## src/rtl/calc_sequencer.sv

```systemverilog
// Keypad calculator sequencer: collects two 2-digit operands and an operator,
// drives an iterative add/sub/mul/div unit, then double-dabbles the result to BCD.
module calc_sequencer #(
  parameter logic [3:0] BLANK_CODE = 4'hF,
  parameter logic [3:0] ERR_CODE   = 4'hE
) (
  input  logic        CLK,
  input  logic        RST,
  input  logic        KEY_VALID,
  input  logic [3:0]  KEY_CODE,
  output logic        KEY_READY,
  output logic [15:0] DISP,
  output logic [2:0]  OP_CODE,
  output logic        BUSY,
  output logic        RESULT_VALID,
  output logic        NEG,
  output logic        ERR
);

  typedef enum logic [2:0] {ENTER_A, ENTER_B, EXEC, CONV, DONE} state_t;

  localparam logic [2:0] OP_SUB = 3'd2;
  localparam logic [2:0] OP_MUL = 3'd3;
  localparam logic [2:0] OP_DIV = 3'd4;

  state_t      state_q;
  logic [6:0]  opA_q, opB_q, mq_q;
  logic [1:0]  count_q;
  logic [13:0] acc_q, aux_q;
  logic [3:0]  step_q;
  logic [15:0] bcd_q;

  logic        keyFire, isDigit, isOper;
  logic [2:0]  keyOp;
  logic [6:0]  entry_d;
  logic [1:0]  count_d;
  logic [13:0] mulAcc_d;
  logic [7:0]  remShift_d, remNext_d;
  logic        remGe_d;
  logic [6:0]  quot_d;
  logic [15:0] bcdAdj_d, bcdNext_d;

  function automatic logic [15:0] showOperand(input logic [6:0] v);
    logic [3:0] tens, ones;
    tens = 4'(v / 7'd10);
    ones = 4'(v % 7'd10);
    return {BLANK_CODE, BLANK_CODE, (tens == 4'd0) ? BLANK_CODE : tens, ones};
  endfunction

  // Leading zero nibbles are blanked; the ones digit is always shown.
  function automatic logic [15:0] showResult(input logic [15:0] b);
    logic [15:0] r;
    logic        lead;
    r    = b;
    lead = 1'b1;
    for (int i = 3; i >= 1; i--) begin
      if (lead && b[4*i +: 4] == 4'd0) r[4*i +: 4] = BLANK_CODE;
      else lead = 1'b0;
    end
    return r;
  endfunction

  always_comb begin
    keyFire = KEY_VALID && KEY_READY;
    isDigit = KEY_CODE <= 4'd9;
    isOper  = (KEY_CODE >= 4'hA) && (KEY_CODE <= 4'hD);
    keyOp   = 3'(KEY_CODE - 4'd9);
    entry_d = {3'b000, KEY_CODE};
    count_d = 2'd1;
    if (count_q == 2'd1 && state_q != DONE) begin
      entry_d = 7'((state_q == ENTER_A ? opA_q : opB_q) * 7'd10) + {3'b000, KEY_CODE};
      count_d = 2'd2;
    end
    mulAcc_d   = mq_q[0] ? acc_q + aux_q : acc_q;
    remShift_d = {aux_q[6:0], mq_q[6]};
    remGe_d    = remShift_d >= {1'b0, opB_q};
    remNext_d  = remGe_d ? remShift_d - {1'b0, opB_q} : remShift_d;
    quot_d     = {mq_q[5:0], remGe_d};
    bcdAdj_d   = bcd_q;
    for (int i = 0; i < 4; i++) begin
      bcdAdj_d[4*i +: 4] = (bcd_q[4*i +: 4] >= 4'd5) ? bcd_q[4*i +: 4] + 4'd3 : bcd_q[4*i +: 4];
    end
    bcdNext_d = {bcdAdj_d[14:0], acc_q[13]};
  end

  // Clear key shares the reset path; it can only fire while the sequencer is idle.
  always_ff @(posedge CLK) begin
    if (RST || (keyFire && KEY_CODE == 4'hE)) begin
      state_q      <= ENTER_A;
      opA_q        <= '0;
      opB_q        <= '0;
      mq_q         <= '0;
      count_q      <= '0;
      acc_q        <= '0;
      aux_q        <= '0;
      step_q       <= '0;
      bcd_q        <= '0;
      OP_CODE      <= '0;
      DISP         <= {BLANK_CODE, BLANK_CODE, BLANK_CODE, 4'd0};
      BUSY         <= 1'b0;
      RESULT_VALID <= 1'b0;
      NEG          <= 1'b0;
      ERR          <= 1'b0;
      KEY_READY    <= 1'b1;
    end else begin
      RESULT_VALID <= 1'b0;
      case (state_q)
        ENTER_A, ENTER_B: begin
          if (keyFire) begin
            if (isDigit) begin
              if (state_q == ENTER_A) opA_q <= entry_d;
              else opB_q <= entry_d;
              count_q <= count_d;
              DISP    <= showOperand(entry_d);
            end else if (isOper) begin
              if (state_q == ENTER_A) begin
                OP_CODE <= keyOp;
                state_q <= ENTER_B;
                count_q <= '0;
                opB_q   <= '0;
              end else if (count_q == 2'd0) begin
                OP_CODE <= keyOp;
              end
            end else begin
              BUSY      <= 1'b1;
              KEY_READY <= 1'b0;
              step_q    <= '0;
              bcd_q     <= '0;
              if (state_q == ENTER_A) begin
                acc_q   <= {7'b0, opA_q};
                state_q <= CONV;
              end else begin
                state_q <= EXEC;
                acc_q   <= '0;
                // Divide reuses mq as dividend/quotient and aux as the remainder.
                if (OP_CODE == OP_DIV) begin
                  aux_q <= '0;
                  mq_q  <= opA_q;
                end else begin
                  aux_q <= {7'b0, opA_q};
                  mq_q  <= opB_q;
                end
              end
            end
          end
        end
        EXEC: begin
          case (OP_CODE)
            OP_MUL: begin
              acc_q  <= mulAcc_d;
              aux_q  <= aux_q << 1;
              mq_q   <= mq_q >> 1;
              step_q <= step_q + 4'd1;
              if (step_q == 4'd6) begin
                state_q <= CONV;
                step_q  <= '0;
              end
            end
            OP_DIV: begin
              if (opB_q == 7'd0) begin
                ERR          <= 1'b1;
                DISP         <= {BLANK_CODE, BLANK_CODE, ERR_CODE, ERR_CODE};
                state_q      <= DONE;
                RESULT_VALID <= 1'b1;
                BUSY         <= 1'b0;
                KEY_READY    <= 1'b1;
              end else begin
                aux_q  <= {6'b0, remNext_d};
                mq_q   <= quot_d;
                step_q <= step_q + 4'd1;
                if (step_q == 4'd6) begin
                  acc_q   <= {7'b0, quot_d};
                  state_q <= CONV;
                  step_q  <= '0;
                end
              end
            end
            OP_SUB: begin
              if (opA_q < opB_q) begin
                acc_q <= {7'b0, opB_q - opA_q};
                NEG   <= 1'b1;
              end else begin
                acc_q <= {7'b0, opA_q - opB_q};
              end
              state_q <= CONV;
            end
            default: begin
              acc_q   <= 14'(opA_q) + 14'(opB_q);
              state_q <= CONV;
            end
          endcase
        end
        CONV: begin
          acc_q  <= acc_q << 1;
          bcd_q  <= bcdNext_d;
          step_q <= step_q + 4'd1;
          if (step_q == 4'd13) begin
            DISP         <= showResult(bcdNext_d);
            state_q      <= DONE;
            RESULT_VALID <= 1'b1;
            BUSY         <= 1'b0;
            KEY_READY    <= 1'b1;
          end
        end
        DONE: begin
          if (keyFire && isDigit) begin
            opA_q   <= {3'b000, KEY_CODE};
            opB_q   <= '0;
            count_q <= 2'd1;
            OP_CODE <= '0;
            NEG     <= 1'b0;
            ERR     <= 1'b0;
            state_q <= ENTER_A;
            DISP    <= showOperand({3'b000, KEY_CODE});
          end
        end
        default: state_q <= ENTER_A;
      endcase
    end
  end

endmodule

```

## config.mk

```make
export PLATFORM = sky130hd
export DESIGN_NAME = calc_sequencer
export DESIGN_NICKNAME = d
export VERILOG_FILES = /design/src/rtl/calc_sequencer.sv
export SDC_FILE = /design/constraint.sdc
export NUM_CORES = 1
export LEC_CHECK = 0
export ABC_CLOCK_PERIOD_IN_PS = 6700
export CAP_MARGIN = 20
export CORE_ASPECT_RATIO = 1.2
export CORE_MARGIN = 2
export CORE_UTILIZATION = 50
export CTS_BUF_LIST = sky130_fd_sc_hd__clkbuf_2
export DETAILED_ROUTE_END_ITERATION = 7
export PLACE_DENSITY = 0.68
export REMOVE_ABC_BUFFERS = 1
export SYNTH_ARGS = -nofsm -noshare
export SYNTH_HDL_FRONTEND = slang
export SYNTH_SLANG_ARGS = --single-unit
```

## constraint.sdc

```tcl
create_clock -name CLK -period 6.7 [get_ports CLK]
set_clock_uncertainty 0.05 [all_clocks]
set_input_delay 1.34 -clock CLK [delete_from_list [all_inputs] [get_ports CLK]]
set_output_delay 1.34 -clock CLK [all_outputs]
set_load 0.005 [all_outputs]
```

; Yosys cells after proc, flatten, opt, wreduce, memory -nomap -nowiden
; Cells that the tools add are included.
[word_totals]
regBits = 98
[op_classes]
addsub = 12
multipliers = 1
div = 4
n_lt_le_gt_ge = 9
n_eq_ne = 34
muxes = 123
n_reduce_logical = 36
[ops]
columns = operator, n
row1 = $mux 14, 11
row2 = $mux 7, 21
row3 = $mux 16, 9
row4 = $pmux 14 s3, 2
row5 = $pmux 16 s4, 1
row6 = $pmux 14 s2, 2
row7 = $pmux 7 s2, 4
row8 = $mux 4, 13
row9 = $mux 3, 14
row10 = $pmux 16 s2, 1
row11 = $reduce_and 7->1, 4
row12 = $mux 1, 27
row13 = $ne 3x3->1 const B, 9
row14 = $ne 2x2->1 const B, 13
row15 = $logic_not 4->1, 5
row16 = $reduce_and 6->1, 3
row17 = $ge 4x3->1 const B, 4
row18 = $reduce_and 5->1, 3
row19 = $add 14x14->14, 1
row20 = $sub 7x7->7, 2
row21 = $add 4x2->4 const B, 3
row22 = $eq 3x2->1 const B, 4
row23 = $mux 2, 6
row24 = $pmux 3 s2, 2
row25 = other kinds (38), 55

; Depth between registers and ports, before layout
; Gate-level depths: netlist of run 1.
[depth]
depth_word = 16
depth_mapped = 26
depth_no_buf = 24

; Worst setup path before layout of run 1
; Ideal clock, no wire load.
[synth_timing]
path_type = flip-flop to flip-flop
from = reg state_q[1]
to = reg DISP[1]
setup_ns = 0.069
t_arrival_ns = 5.501
t_required_ns = 6.581
setup_slack_ns = 1.080
stages_incl_launch_ff = 26
synth_period_minus_slack_ns = 5.620
path_cell_list = dfxtp_1 -> buf_6 -> nor3_4 -> clkbuf_1 -> nand2_1 -> o21ai_0 -> ha_1 -> ha_1 -> inv_1 -> fa_1 -> nand2b_1 -> o21ba_2 -> xor3_2 -> nor3_1 -> o21ai_0 -> and2_1 -> o21ai_0 -> a21oi_1 -> ha_1 -> o311a_1 -> a211o_1 -> o2111ai_1 -> o311ai_4 -> o2111a_1 -> or3_1 -> o21ai_1
[synth_via]
elab_chain_cells = 9
[synth_rtl]
columns = element, line_no
row1 = start: declaration, 26  ; state_t state_q;
row2 = start signal: assignment, 89  ; state_q <= ENTER_A;
row3 = start signal: assignment, 118  ; state_q <= ENTER_B;
row4 = start signal: assignment, 131  ; state_q <= CONV;
row5 = $logic_not 3->1, "71, 107"
row6 = $mux 7, 71  ; entry_d = 7'((state_q == ENTER_A ? opA_q : opB_q) * 7'd10) + {3'b000, KEY_CODE};
row7 = $mul 7x3->6, 71
row8 = $add 7x4->7, 71
row9 = $mux 7, 70  ; if (count_q == 2'd1 && state_q != DONE) begin
row10 = $mod 7x4->7, 46  ; ones = 4'(v % 7'd10);
row11 = $mux 16, 110  ; if (isDigit) begin
row12 = $mux 16, 109  ; if (keyFire) begin
row13 = $pmux 16 s4, 107  ; case (state_q)
row14 = end signal: assignment, 99  ; DISP <= {BLANK_CODE, BLANK_CODE, BLANK_CODE, 4'd0};
row15 = end signal: assignment, 114  ; DISP <= showOperand(entry_d);
row16 = end signal: assignment, 162  ; DISP <= {BLANK_CODE, BLANK_CODE, ERR_CODE, ERR_CODE};
row17 = end: declaration, 12  ; output logic [15:0] DISP,
; Parallel ways exist; a longest one is shown, timed or not. The select of a mux whose other input is x is not followed.
; A chain may end at the register's enable or synchronous reset.

; Worst setup path after layout of run 1
[layout_timing]
from = reg state_q[2]
to = reg DISP[1]
; Same word-level chain as after synthesis.

==> metrics.cfg, run 1 <==
[outcome]
status = finished, final reports clean

[floorplanning]
dieArea_um2 = 16300
start_util_pct = 51.2
core-area_um2 = 15000
die_w_um = 117
std_cell_rows = 49
ios = 31
die_h_um = 140

[detailed_routing]
avgRoutedWirePerCell_um = 18.2
dr.first_iter.drc_count = 754
antenna_left = 0
vias_per_cell = 6.13
drtPass1Iterations = 7
routed_wl_um = 22300
drcViolationCount = 0
vias = 7514

[critical_path]
cp-end-kind = register
r2r_start = state_q[2]
critPathKind = register to register
cp.arrival_ns = 6.78
startpoint_type = register
cp.required_ns = 7.26
worst-path-max-fanout = 17
r2r_end = DISP[1]
r2r_cells = 22
r2r_slack_ns = 0.48

[logic_synthesis]
async_flop_share_pct = 0
postSynthCellCount = 1004
synth.distinct_cells = 80
ys_seq_area_share_pct = 25.6
muxShareOfSynthArea_pct = 4.89
synth-compound-area-share_pct = 26.4
synthXorXnorAreaFrac_pct = 4.28
yosys.area_share.simple_pct = 21.7
syn_avg_cell_area_um2 = 7.62
synth_seq_cells = 98
yosys_warnings = 0
synth_flop_cell = dfxtp_1
yosys.area_share.adder_pct = 12.1
syn-cell-area_um2 = 7650
synth-edff-count = 0
synth_top_family_by_area = compound AO/OA/AOI/OAI gates

[sta]
period_share_pct = 92.8
worst_pin_slew_ns = 1.01
holdWs_ns = 0.423
setup_violations = 0
period_minus_slack_ns = 6.22
max_freq_mhz = 161
tns_ns = 0
slew_headroom_pct = 32.4
final-hold-violation-count = 0
rsz0062_at_grt = false
slew_viol_final = 0
fin_ws_ns = 0.484

[placed_design]
io_buffer_count = 30
post-place-ws_ns = 0.618
dpl.hpwl_um = 16200
globalplace.congestion = 0.916

[cts]
cts_tree = built
insertion_delay_ns = 0.66
cts_sinks = 98
clk_pin_slew_worst_paths_ns = 0.28
cts-root-buf = clkbuf_2
cts.path.max_buffers = 2
cts_buffers = 9
htree_num_levels = 3
cts-resized-gates = 0
ctsHoldBuffers = 0
cts_setup_buffers = 0

[layout]
multiInputGateArea_um2 = 5330
syn_to_final_growth_pct = 8.27
layout_commonest_cell = nor2_1
fin_util_pct = 55.4
layout_common_cells = nor2_1 (116), dfxtp_1 (98), nand2_1 (98), a21oi_1 (97), o21ai_0 (68)
seq_area_um2 = 1960
fillerInstances = 1515
layout.nets = 1090
drive_above_1_share_pct = 5.30

[min_path]
hp-start = BUSY
hold-path-endpoint = BUSY
whs_path_depth = 2
hp-class = register to register

[global_routing]
grt_max_degree = 51
grt_pass1_wl_um = 36100
grt_remaining_overflow = 0
grt_pass1_vias = 6909
grtUsageTotal_pct = 28.0
antenna_found_initial = 2

[pwr]
power_density_nw_per_um2 = 197
leakage_nw = 3.26
irDropWorstVdd_v = 0.000115

[job]
maxCapViolCount = 0

==> per-layer routing <==
layer	up-vias	routed length [um]	global-route usage [%]
met4	0	549	8.85
met1	3560	10200	40.2
li1	3645	-	-
met2	270	10300	43.3
met3	39	1330	4.01
met5	-	0	0
==> Yosys cell counts (all sizes together), types with 4 or more instances <==
library cell	instances	area share (%)
a211o	5	0.57
a211oi	19	1.9
a21boi	7	0.69
a21o	11	1.1
a21oi	98	6.5
a221oi	5	0.57
a22oi	9	0.88
a31oi	13	1.1
and2	9	0.74
and3	6	0.49
buf	5	0.38
clkbuf	44	2.2
dfxtp	98	26
fa	7	1.8
ha	63	10
inv	48	2.4
mux2	5	0.74
mux2i	26	3.6
nand2	98	4.8
nand2b	21	1.7
nand3	38	2.5
nand3b	4	0.39
nand4	6	0.49
nor2	117	5.7
nor2b	9	0.74
nor3	21	1.5
nor3b	8	0.78
nor4	6	0.49
o211ai	12	1.2
o21a	5	0.49
o21ai	71	4.7
o21bai	6	0.59
o22ai	7	0.57
o31ai	6	0.59
or3	8	0.65
xnor2	17	1.9
xor2	15	1.7
==> worst max path at each step <==
stage / start / end / slack, ns / depth (start not counted)
4_1_cts: state_q[2] / DISP[1] / 0.56 / 22
5_1_grt: state_q[2] / DISP[1] / 0.09 / 21
3_5_place_dp: state_q[2] / DISP[1] / 0.62 / 22
6_report: state_q[2] / DISP[1] / 0.48 / 22
3_3_place_gp: state_q[2] / DISP[1] / 0.69 / 21
2_1_floorplan: state_q[1] / DISP[1] / 1.13 / 22
==> logic make-up (layout without fill, tap and decap cells) <==
group                      count (synthesis)  count (layout)
other                                      0               3
and+or+nand+nor                          358             358
muxes                                     33              33
buffers and inverters                     98             112
DFF                                       98              98
AOI/OAI and AO/OA                        313             313
adders and majority gates                 70              70
xor gates and xnor gates                  34              34
==> stage by stage <==
step,instances,total power [mW],instance area (um2)
final,1225,1.64,8290
after global routing,1225,1.74,8290
after CTS,1221,1.63,8270
after detailed placement,1205,1.31,8150
after global placement,1205,1.31,8150
after floorplan,955,1.12,7460
==> layout make-up <==
class / instances / share of cell area [%]
Multi-Input combinational cell: 808 / 64.3
Inverter: 49 / 2.22
Clock buffer: 9 / 0.544
Clock inverter: 7 / 0.906
Antenna cell: 3 / 0.0906
Sequential cell: 98 / 23.7
Timing Repair Buffer: 47 / 5.16
Tap cell: 204 / 3.08
==> sequential cells by signal (all words and copies together) (netlist names), 2 cells and up <==
name     count
DISP        16
bcd_q       16
acc_q       14
aux_q       14
mq_q         7
opA_q        7
opB_q        7
step_q       4
OP_CODE      3
state_q      3
count_q      2
==> critical path, stage by stage (launching register included) <==
cell and delay [ns]:
dfxtp_1 0.77, nor3_4 0.14, o21ai_0 0.47, ha_1 0.34, ha_1 0.20, inv_1 0.06
fa_1 0.41, nand2b_1 0.19, o21ba_2 0.26, xnor3_1 0.49, nor2_1 0.26, o21ai_0 0.24
and2_1 0.29, o21ai_0 0.18, a21oi_1 0.10, ha_1 0.24, o311a_1 0.17, a211o_1 0.31
o2111ai_1 0.12, o311ai_4 0.17, o2111a_1 0.26, or3_1 0.36, o21ai_1 0.11
==> power by group <==
part           switching (mW)  total (mW)  internal, mW  leakage (nW)
Sequential             0.0456       0.665         0.619         0.795
Combinational           0.401       0.654         0.253          2.39
Clock                   0.226       0.317        0.0905        0.0739
Power figures use the tool's default switching activity.
==> inputs of run 2 (changes only) <==
--- a/config.mk
+++ b/config.mk
@@ -12,6 +12,7 @@
 export CORE_UTILIZATION = 50
 export CTS_BUF_LIST = sky130_fd_sc_hd__clkbuf_2
 export DETAILED_ROUTE_END_ITERATION = 7
+export HOLD_SLACK_MARGIN = 0.03
 export PLACE_DENSITY = 0.68
 export REMOVE_ABC_BUFFERS = 1
 export SYNTH_ARGS = -nofsm -noshare
==> results of run 2 <==
Same layout as run 1: the final DEF is identical, and so are final timing and power.
==> patch 1: new RTL, flow settings as in run 2 <==
The 5 states of `state_t` get a one-hot encoding in 5 bits.
--- a/src/rtl/calc_sequencer.sv
+++ b/src/rtl/calc_sequencer.sv
@@ -17,7 +17,7 @@
   output logic        ERR
 );
 
-  typedef enum logic [2:0] {ENTER_A, ENTER_B, EXEC, CONV, DONE} state_t;
+  typedef enum logic [4:0] {ENTER_A = 5'b00001, ENTER_B = 5'b00010, EXEC = 5'b00100, CONV = 5'b01000, DONE = 5'b10000} state_t;
 
   localparam logic [2:0] OP_SUB = 3'd2;
   localparam logic [2:0] OP_MUL = 3'd3;
Check against the original RTL: no difference found for any inputs over 4 cycles, from zero or initial values; so few cycles prove little.
==> patch 1 against run 2 <==
Sequential cell count increased by 2. Setup slack improved by 0.34 ns. Wire length fell by 1.1%. Maximum frequency increased by 5.9%. Sequential share of layout area grew 0.66 points. Cell area decreased by 0.71%. Area after synthesis down 0.60%. Critical path type unchanged. Critical endpoint is now DISP[2]$_SDFFE_PP0P_.
Power is not compared: it rests on default switching activity, and its combinational part moved more than twofold at a synthesized area within 25%.
==> patch 1: results (changes against run 2) <==
INFO  synth          synthTopCellsByCount=sky130_fd_sc_hd__a21oi_1, sky130_fd_sc_hd__nor2_1, sky130_fd_sc_hd__nand2_1
INFO  synth          netlist_top_cells_area=sky130_fd_sc_hd__dfxtp_1, sky130_fd_sc_hd__ha_1, sky130_fd_sc_hd__a21oi_1
INFO  drt            drt-initial-drc-count=542 [-28%]
INFO  grt            first_pass_grt_wire_length=36000um [-0.34%]
INFO  clocking       htree_num_levels=3 [unchanged]
INFO  pwr            power.leakage=3.19nW
INFO  critical_path  rr_worst_depth=20 [-9.1%]
INFO  grt            number_of_global_route_vias_before_repair=6970 [+0.88%]
INFO  synth          async_flop_share=0 [unchanged]
INFO  critical_path  regToRegSetupSlack=0.83ns [+0.34 ns]
INFO  critical_path  crit_arrival=6.43ns [-0.35 ns]
INFO  sta            final.hold.worst_slack=0.431ns [+0.00765 ns]
INFO  outcome        outcome=complete, no violations
INFO  grt            antenna_violations_before_repair=1 [-1]
INFO  synth          synthDistinctLibCells=71 [-11%]
INFO  hold_path      min_path_cells=2 [unchanged]
INFO  drt            drt-pass1-iter-count=5 [-2]
INFO  placement      buffer_ports.inserted=30 [unchanged]
INFO  drt            wirelength=22100um [-1.1%]
INFO  clocking       tritoncts.num_buffers=9 [unchanged]
INFO  clocking       post_cts.resized_instances=0 [unchanged]
INFO  clocking       cts_post_setup_buffers_inserted=0 [unchanged]
INFO  clocking       skew_pair_late_insertion_delay=0.68ns [+0.02 ns]
INFO  critical_path  crit_family=compound AO/OA/AOI/OAI gates
INFO  final_layout   share_of_final_layout_standard_cells_stronger_than_drive_strength_1=0.0455 [-0.00755]
INFO  pwr            netSwitchingFraction=0.500
INFO  hold_path      min_path_type=reg -> reg
INFO  clocking       cts.reportedPaths.clkPinSlew=0.35ns [+0.07 ns]
INFO  grt            grt_usage=0.280 [-0.000501]
INFO  hold_path      timing.hold.worst.start=aux_q[13]$_SDFFE_PP0P_
INFO  hold_path      hold_path_end=aux_q[13]$_SDFFE_PP0P_
INFO  sta            max_slew_margin=0.301 [-0.0223]
INFO  critical_path  reg2reg_to=DISP[2]$_SDFFE_PP0P_
INFO  placement      detailedPlacementHpwl=16300um [+0.87%]
INFO  synth          yosys_most_used_dff=sky130_fd_sc_hd__dfxtp_1
INFO  critical_path  r2r-start=state_q[2]$_SDFFE_PP0P_
INFO  placement      gpl.final_weighted_congestion=0.935 [+2.0%]
INFO  final_layout   number_of_nets_in_the_layout=1103 [+1.2%]
INFO  clocking       cts.path.max_buffers=2 [unchanged]
INFO  pwr            ir_drop=0.163mV
INFO  critical_path  crit_path_max_incr_delay=0.58ns [-0.19 ns]
INFO  grt            grt_start_max_net_pins=52 [+2.0%]
INFO  critical_path  crit_slowest_cell=sky130_fd_sc_hd__nor2_1
INFO  synth          synth.yosys.warnings=0 [unchanged]
INFO  critical_path  critical_path_peak_fanout=11 [-6]
INFO  drt            detail_route.vias_per_cell=6.05 [-1.3%]
INFO  synth          seq_area_frac_synth=0.263 [+0.00682]
patch 1: changes by cell type after synthesis, moves of 5 or more:
cell                       change
sky130_fd_sc_hd__xnor2_1       +5
sky130_fd_sc_hd__a21oi_1      +13
sky130_fd_sc_hd__mux2i_1      -14
sky130_fd_sc_hd__o21ai_0       -5
sky130_fd_sc_hd__o21ai_1       +8
sky130_fd_sc_hd__nand3_1       +6
sky130_fd_sc_hd__inv_1        +13
sky130_fd_sc_hd__a22oi_1      +13
sky130_fd_sc_hd__nor2_1        -8
sky130_fd_sc_hd__o22ai_1       +6
sky130_fd_sc_hd__nand2b_1      -6
patch 1: power groups by stage:
stage	combinational (mW)	clock [mW]	sequential, mW
finish	1.52	0.322	0.772
global route	1.69	0.350	0.781
CTS	1.50	0.328	0.769
detailed placement	1.49	0	0.778
global placement	1.47	0	0.779
floorplan	1.09	0	0.741
patch 1: worst max-delay path by stage:
stage / end / slack, ns / startpoint
floorplan: acc_q[5]$_SDFFE_PP0P_ / 1.31 / state_q[0]$_SDFFE_PP1P_
global placement: DISP[1]$_SDFFE_PP0P_ / 1.16 / state_q[2]$_SDFFE_PP0P_
detailed placement: DISP[2]$_SDFFE_PP0P_ / 1.01 / state_q[2]$_SDFFE_PP0P_
CTS: DISP[2]$_SDFFE_PP0P_ / 0.90 / state_q[2]$_SDFFE_PP0P_
global route: DISP[2]$_SDFFE_PP0P_ / 0.48 / state_q[2]$_SDFFE_PP0P_
finish: DISP[2]$_SDFFE_PP0P_ / 0.83 / state_q[2]$_SDFFE_PP0P_
patch 1: cell families (layout without fill, tap and decap cells):
kind of cell,count (synthesis),after routing,share of synthesized area
XOR/XNOR,34,34,0.0392
adder cells (fa/ha/maj),70,70,0.121
flip-flops,100,100,0.263
other,0,1,0
multiplexers,15,15,0.0204
AO/OA/AOI/OAI,341,341,0.282
AND/OR/NAND/NOR,354,354,0.217
buffers and inverters,110,119,0.0566
patch 1: final cells by class:
cell class / count / area (um^2)
sequential: 100 / 2000
tap: 204 / 255
antenna: 1 / 2.50
clock inverter: 7 / 93.8
multi-input combinational: 814 / 5200
fill: 1515 / 6730
timing repair buffer: 42 / 398
inverter: 61 / 229
clock buffer: 9 / 45.0
patch 1: through the flow:
stage,setup WS [ns],cells,total power [mW],area [um^2]
after floorplan,1.31,975,1.83,7400
after global placement,1.16,1220,2.25,8070
after detailed placement,1.01,1221,2.27,8090
after CTS,0.901,1237,2.60,8220
after global routing,0.482,1238,2.83,8230
final,0.829,1238,2.61,8230
patch 1: per-layer routing:
layer | part of all wire | global-route usage | wire (um)
met2 | 0.48 | 0.466 | 10600
met1 | 0.42 | 0.361 | 9300
met3 | 0.054 | 0.0332 | 1190
met4 | 0.044 | 0.120 | 967
met5 | 0 | 0 | 0
==> patch 2: new RTL, settings of run 2 <==
Made on the original files. Register the output `ERR` once more, without a reset; this adds one clock of latency there. The other outputs are not delayed to match.
--- a/src/rtl/calc_sequencer.sv
+++ b/src/rtl/calc_sequencer.sv
@@ -23,6 +23,8 @@
   localparam logic [2:0] OP_MUL = 3'd3;
   localparam logic [2:0] OP_DIV = 3'd4;
 
+  logic ERR_s0;
+
   state_t      state_q;
   logic [6:0]  opA_q, opB_q, mq_q;
   logic [1:0]  count_q;
@@ -100,7 +102,7 @@
       BUSY         <= 1'b0;
       RESULT_VALID <= 1'b0;
       NEG          <= 1'b0;
-      ERR          <= 1'b0;
+      ERR_s0       <= 1'b0;
       KEY_READY    <= 1'b1;
     end else begin
       RESULT_VALID <= 1'b0;
@@ -158,7 +160,7 @@
             end
             OP_DIV: begin
               if (opB_q == 7'd0) begin
-                ERR          <= 1'b1;
+                ERR_s0       <= 1'b1;
                 DISP         <= {BLANK_CODE, BLANK_CODE, ERR_CODE, ERR_CODE};
                 state_q      <= DONE;
                 RESULT_VALID <= 1'b1;
@@ -209,7 +211,7 @@
             count_q <= 2'd1;
             OP_CODE <= '0;
             NEG     <= 1'b0;
-            ERR     <= 1'b0;
+            ERR_s0  <= 1'b0;
             state_q <= ENTER_A;
             DISP    <= showOperand({3'b000, KEY_CODE});
           end
@@ -219,5 +221,9 @@
     end
   end
 
+  always_ff @(posedge CLK) begin
+    ERR <= ERR_s0;
+  end
+
 endmodule
 
Check against the original RTL: no difference found for any inputs over 4 cycles, from zero or initial values; that may be too few to reach the edited logic, so the function may still have changed.
==> patch 2 against run 2 <==
Maximum frequency is 2.3% higher. Cell area fell by 2.7%. Wire length fell by 6.5%. Power shrank 10%. Combinational power fell by 20%. Setup slack gained 0.14 ns. Global-route usage shrank 0.86 points. Sequential cell count increased by 1. Area after synthesis down 2.3%. Critical path depth stayed put. Critical endpoint is now DISP[2]$_SDFFE_PP0P_. Largest cell class unchanged.
==> patch 2: results (changes against run 2) <==
INFO  outcome        outcome=complete, no violations
INFO  sta            max_slew_margin=0.387 [+0.0635]
INFO  critical_path  crit_slowest_cell=sky130_fd_sc_hd__nor3_4
INFO  synth          synthDistinctLibCells=69 [-14%]
INFO  placement      detailedPlacementHpwl=15400um [-4.8%]
INFO  grt            number_of_global_route_vias_before_repair=6501 [-5.9%]
INFO  synth          synthTopCellsByCount=sky130_fd_sc_hd__a21oi_1, sky130_fd_sc_hd__nor2_1, sky130_fd_sc_hd__dfxtp_1
INFO  grt            antenna_violations_before_repair=1 [-1]
INFO  pwr            ir_drop=0.0764mV [-34%]
INFO  hold_path      min_path_cells=0 [-2]
INFO  synth          seq_area_frac_synth=0.265 [+0.00868]
INFO  synth          post_synth_xor_area_fraction=0.0524 [+0.00954]
INFO  placement      buffer_ports.inserted=30 [unchanged]
INFO  synth          netlist_top_cells_area=sky130_fd_sc_hd__dfxtp_1, sky130_fd_sc_hd__ha_1, sky130_fd_sc_hd__a21oi_1
INFO  synth          synthAdderAreaFrac=0.124 [+0.00284]
INFO  hold_path      timing.hold.worst.start=ERR_s0$_SDFFE_PP0P_
INFO  synth          synth_compound_gate_area_share=0.252 [-0.0124]
INFO  drt            avgRoutedWirePerCell=17.5um [-3.7%]
INFO  clocking       tritoncts.num_buffers=9 [unchanged]
INFO  grt            grt_usage=0.272 [-0.00858]
INFO  drt            detail_route.vias_per_cell=5.95 [-3.1%]
INFO  critical_path  r2r-start=state_q[1]$_SDFFE_PP0P_
INFO  critical_path  critical_path_peak_fanout=18 [+1]
INFO  pwr            power.leakage=3.09nW [-5.1%]
INFO  critical_path  crit_path_max_incr_delay=0.72ns [-0.05 ns]
INFO  placement      placement.cell_area=7960um^2 [-2.3%]
INFO  critical_path  crit_arrival=6.64ns [-0.14 ns]
INFO  grt            first_pass_grt_wire_length=34100um [-5.7%]
INFO  critical_path  reg2reg_to=DISP[2]$_SDFFE_PP0P_
INFO  grt            grt_start_max_net_pins=41 [-20%]
INFO  drt            drt-initial-drc-count=434 [-42%]
INFO  hold_path      hold_path_end=ERR$_DFF_P_
INFO  final_layout   number_of_nets_in_the_layout=1060 [-2.8%]
INFO  synth          multiplexer_share_of_the_synthesized_area=0.0469 [-0.00203]
INFO  drt            drt-pass1-iter-count=5 [-2]
INFO  final_layout   share_of_final_layout_standard_cells_stronger_than_drive_strength_1=0.0557 [+0.00262]
==> patch 2: layout make-up <==
class / instances / area [um^2]
Multi-Input combinational cell: 774 / 5120
Timing Repair Buffer: 42 / 390
Clock inverter: 7 / 50.0
Inverter: 57 / 214
Clock buffer: 9 / 45.0
Tap cell: 200 / 250
Sequential cell: 99 / 1980
Antenna cell: 1 / 2.50
Fill cell: 1448 / 6470
==> patch 2: how the worst max path moves through the flow <==
stage                                end  slack [ns]
finish              DISP[2]$_SDFFE_PP0P_        0.62
global route        DISP[2]$_SDFFE_PP0P_        0.04
CTS                 DISP[2]$_SDFFE_PP0P_        0.69
detailed placement  DISP[2]$_SDFFE_PP0P_        0.80
global placement    DISP[2]$_SDFFE_PP0P_        0.83
floorplan           DISP[2]$_SDFFE_PP0P_        1.45
==> patch 2: cell families after synthesis <==
family | Yosys count
simple gates | 333
compound gates | 299
buf+inv | 102
flops | 99
fa+ha+maj | 70
xor+xnor | 43
mux | 29
==> patch 2: through the flow <==
step           hold slack (ns)  utilization  instances  setup WS (ns)  power [mW]
3_3_place_gp             0.322        0.548       1172          0.831        1.19
6_report                 0.344        0.554       1189          0.625        1.47
3_5_place_dp             0.315        0.548       1172          0.797        1.19
4_1_cts                  0.343        0.554       1188          0.689        1.47
5_1_grt                  0.351        0.554       1189         0.0351        1.56
2_1_floorplan            0.275            -        930           1.45        1.04
==> patch 2: routing by layer <==
layer	wire, um	track usage
met5	0	0
met4	409	0.0886
met3	1080	0.0420
met2	9480	0.428
met1	9880	0.381
==> patch 2: where the power goes <==
part	internal (mW)	total (mW)	leakage [nW]	switching, mW
logic	0.207	0.526	2.23	0.319
clock network	0.0512	0.281	0.0568	0.230
registers	0.621	0.661	0.803	0.0407
total	0.879	1.47	3.09	0.590
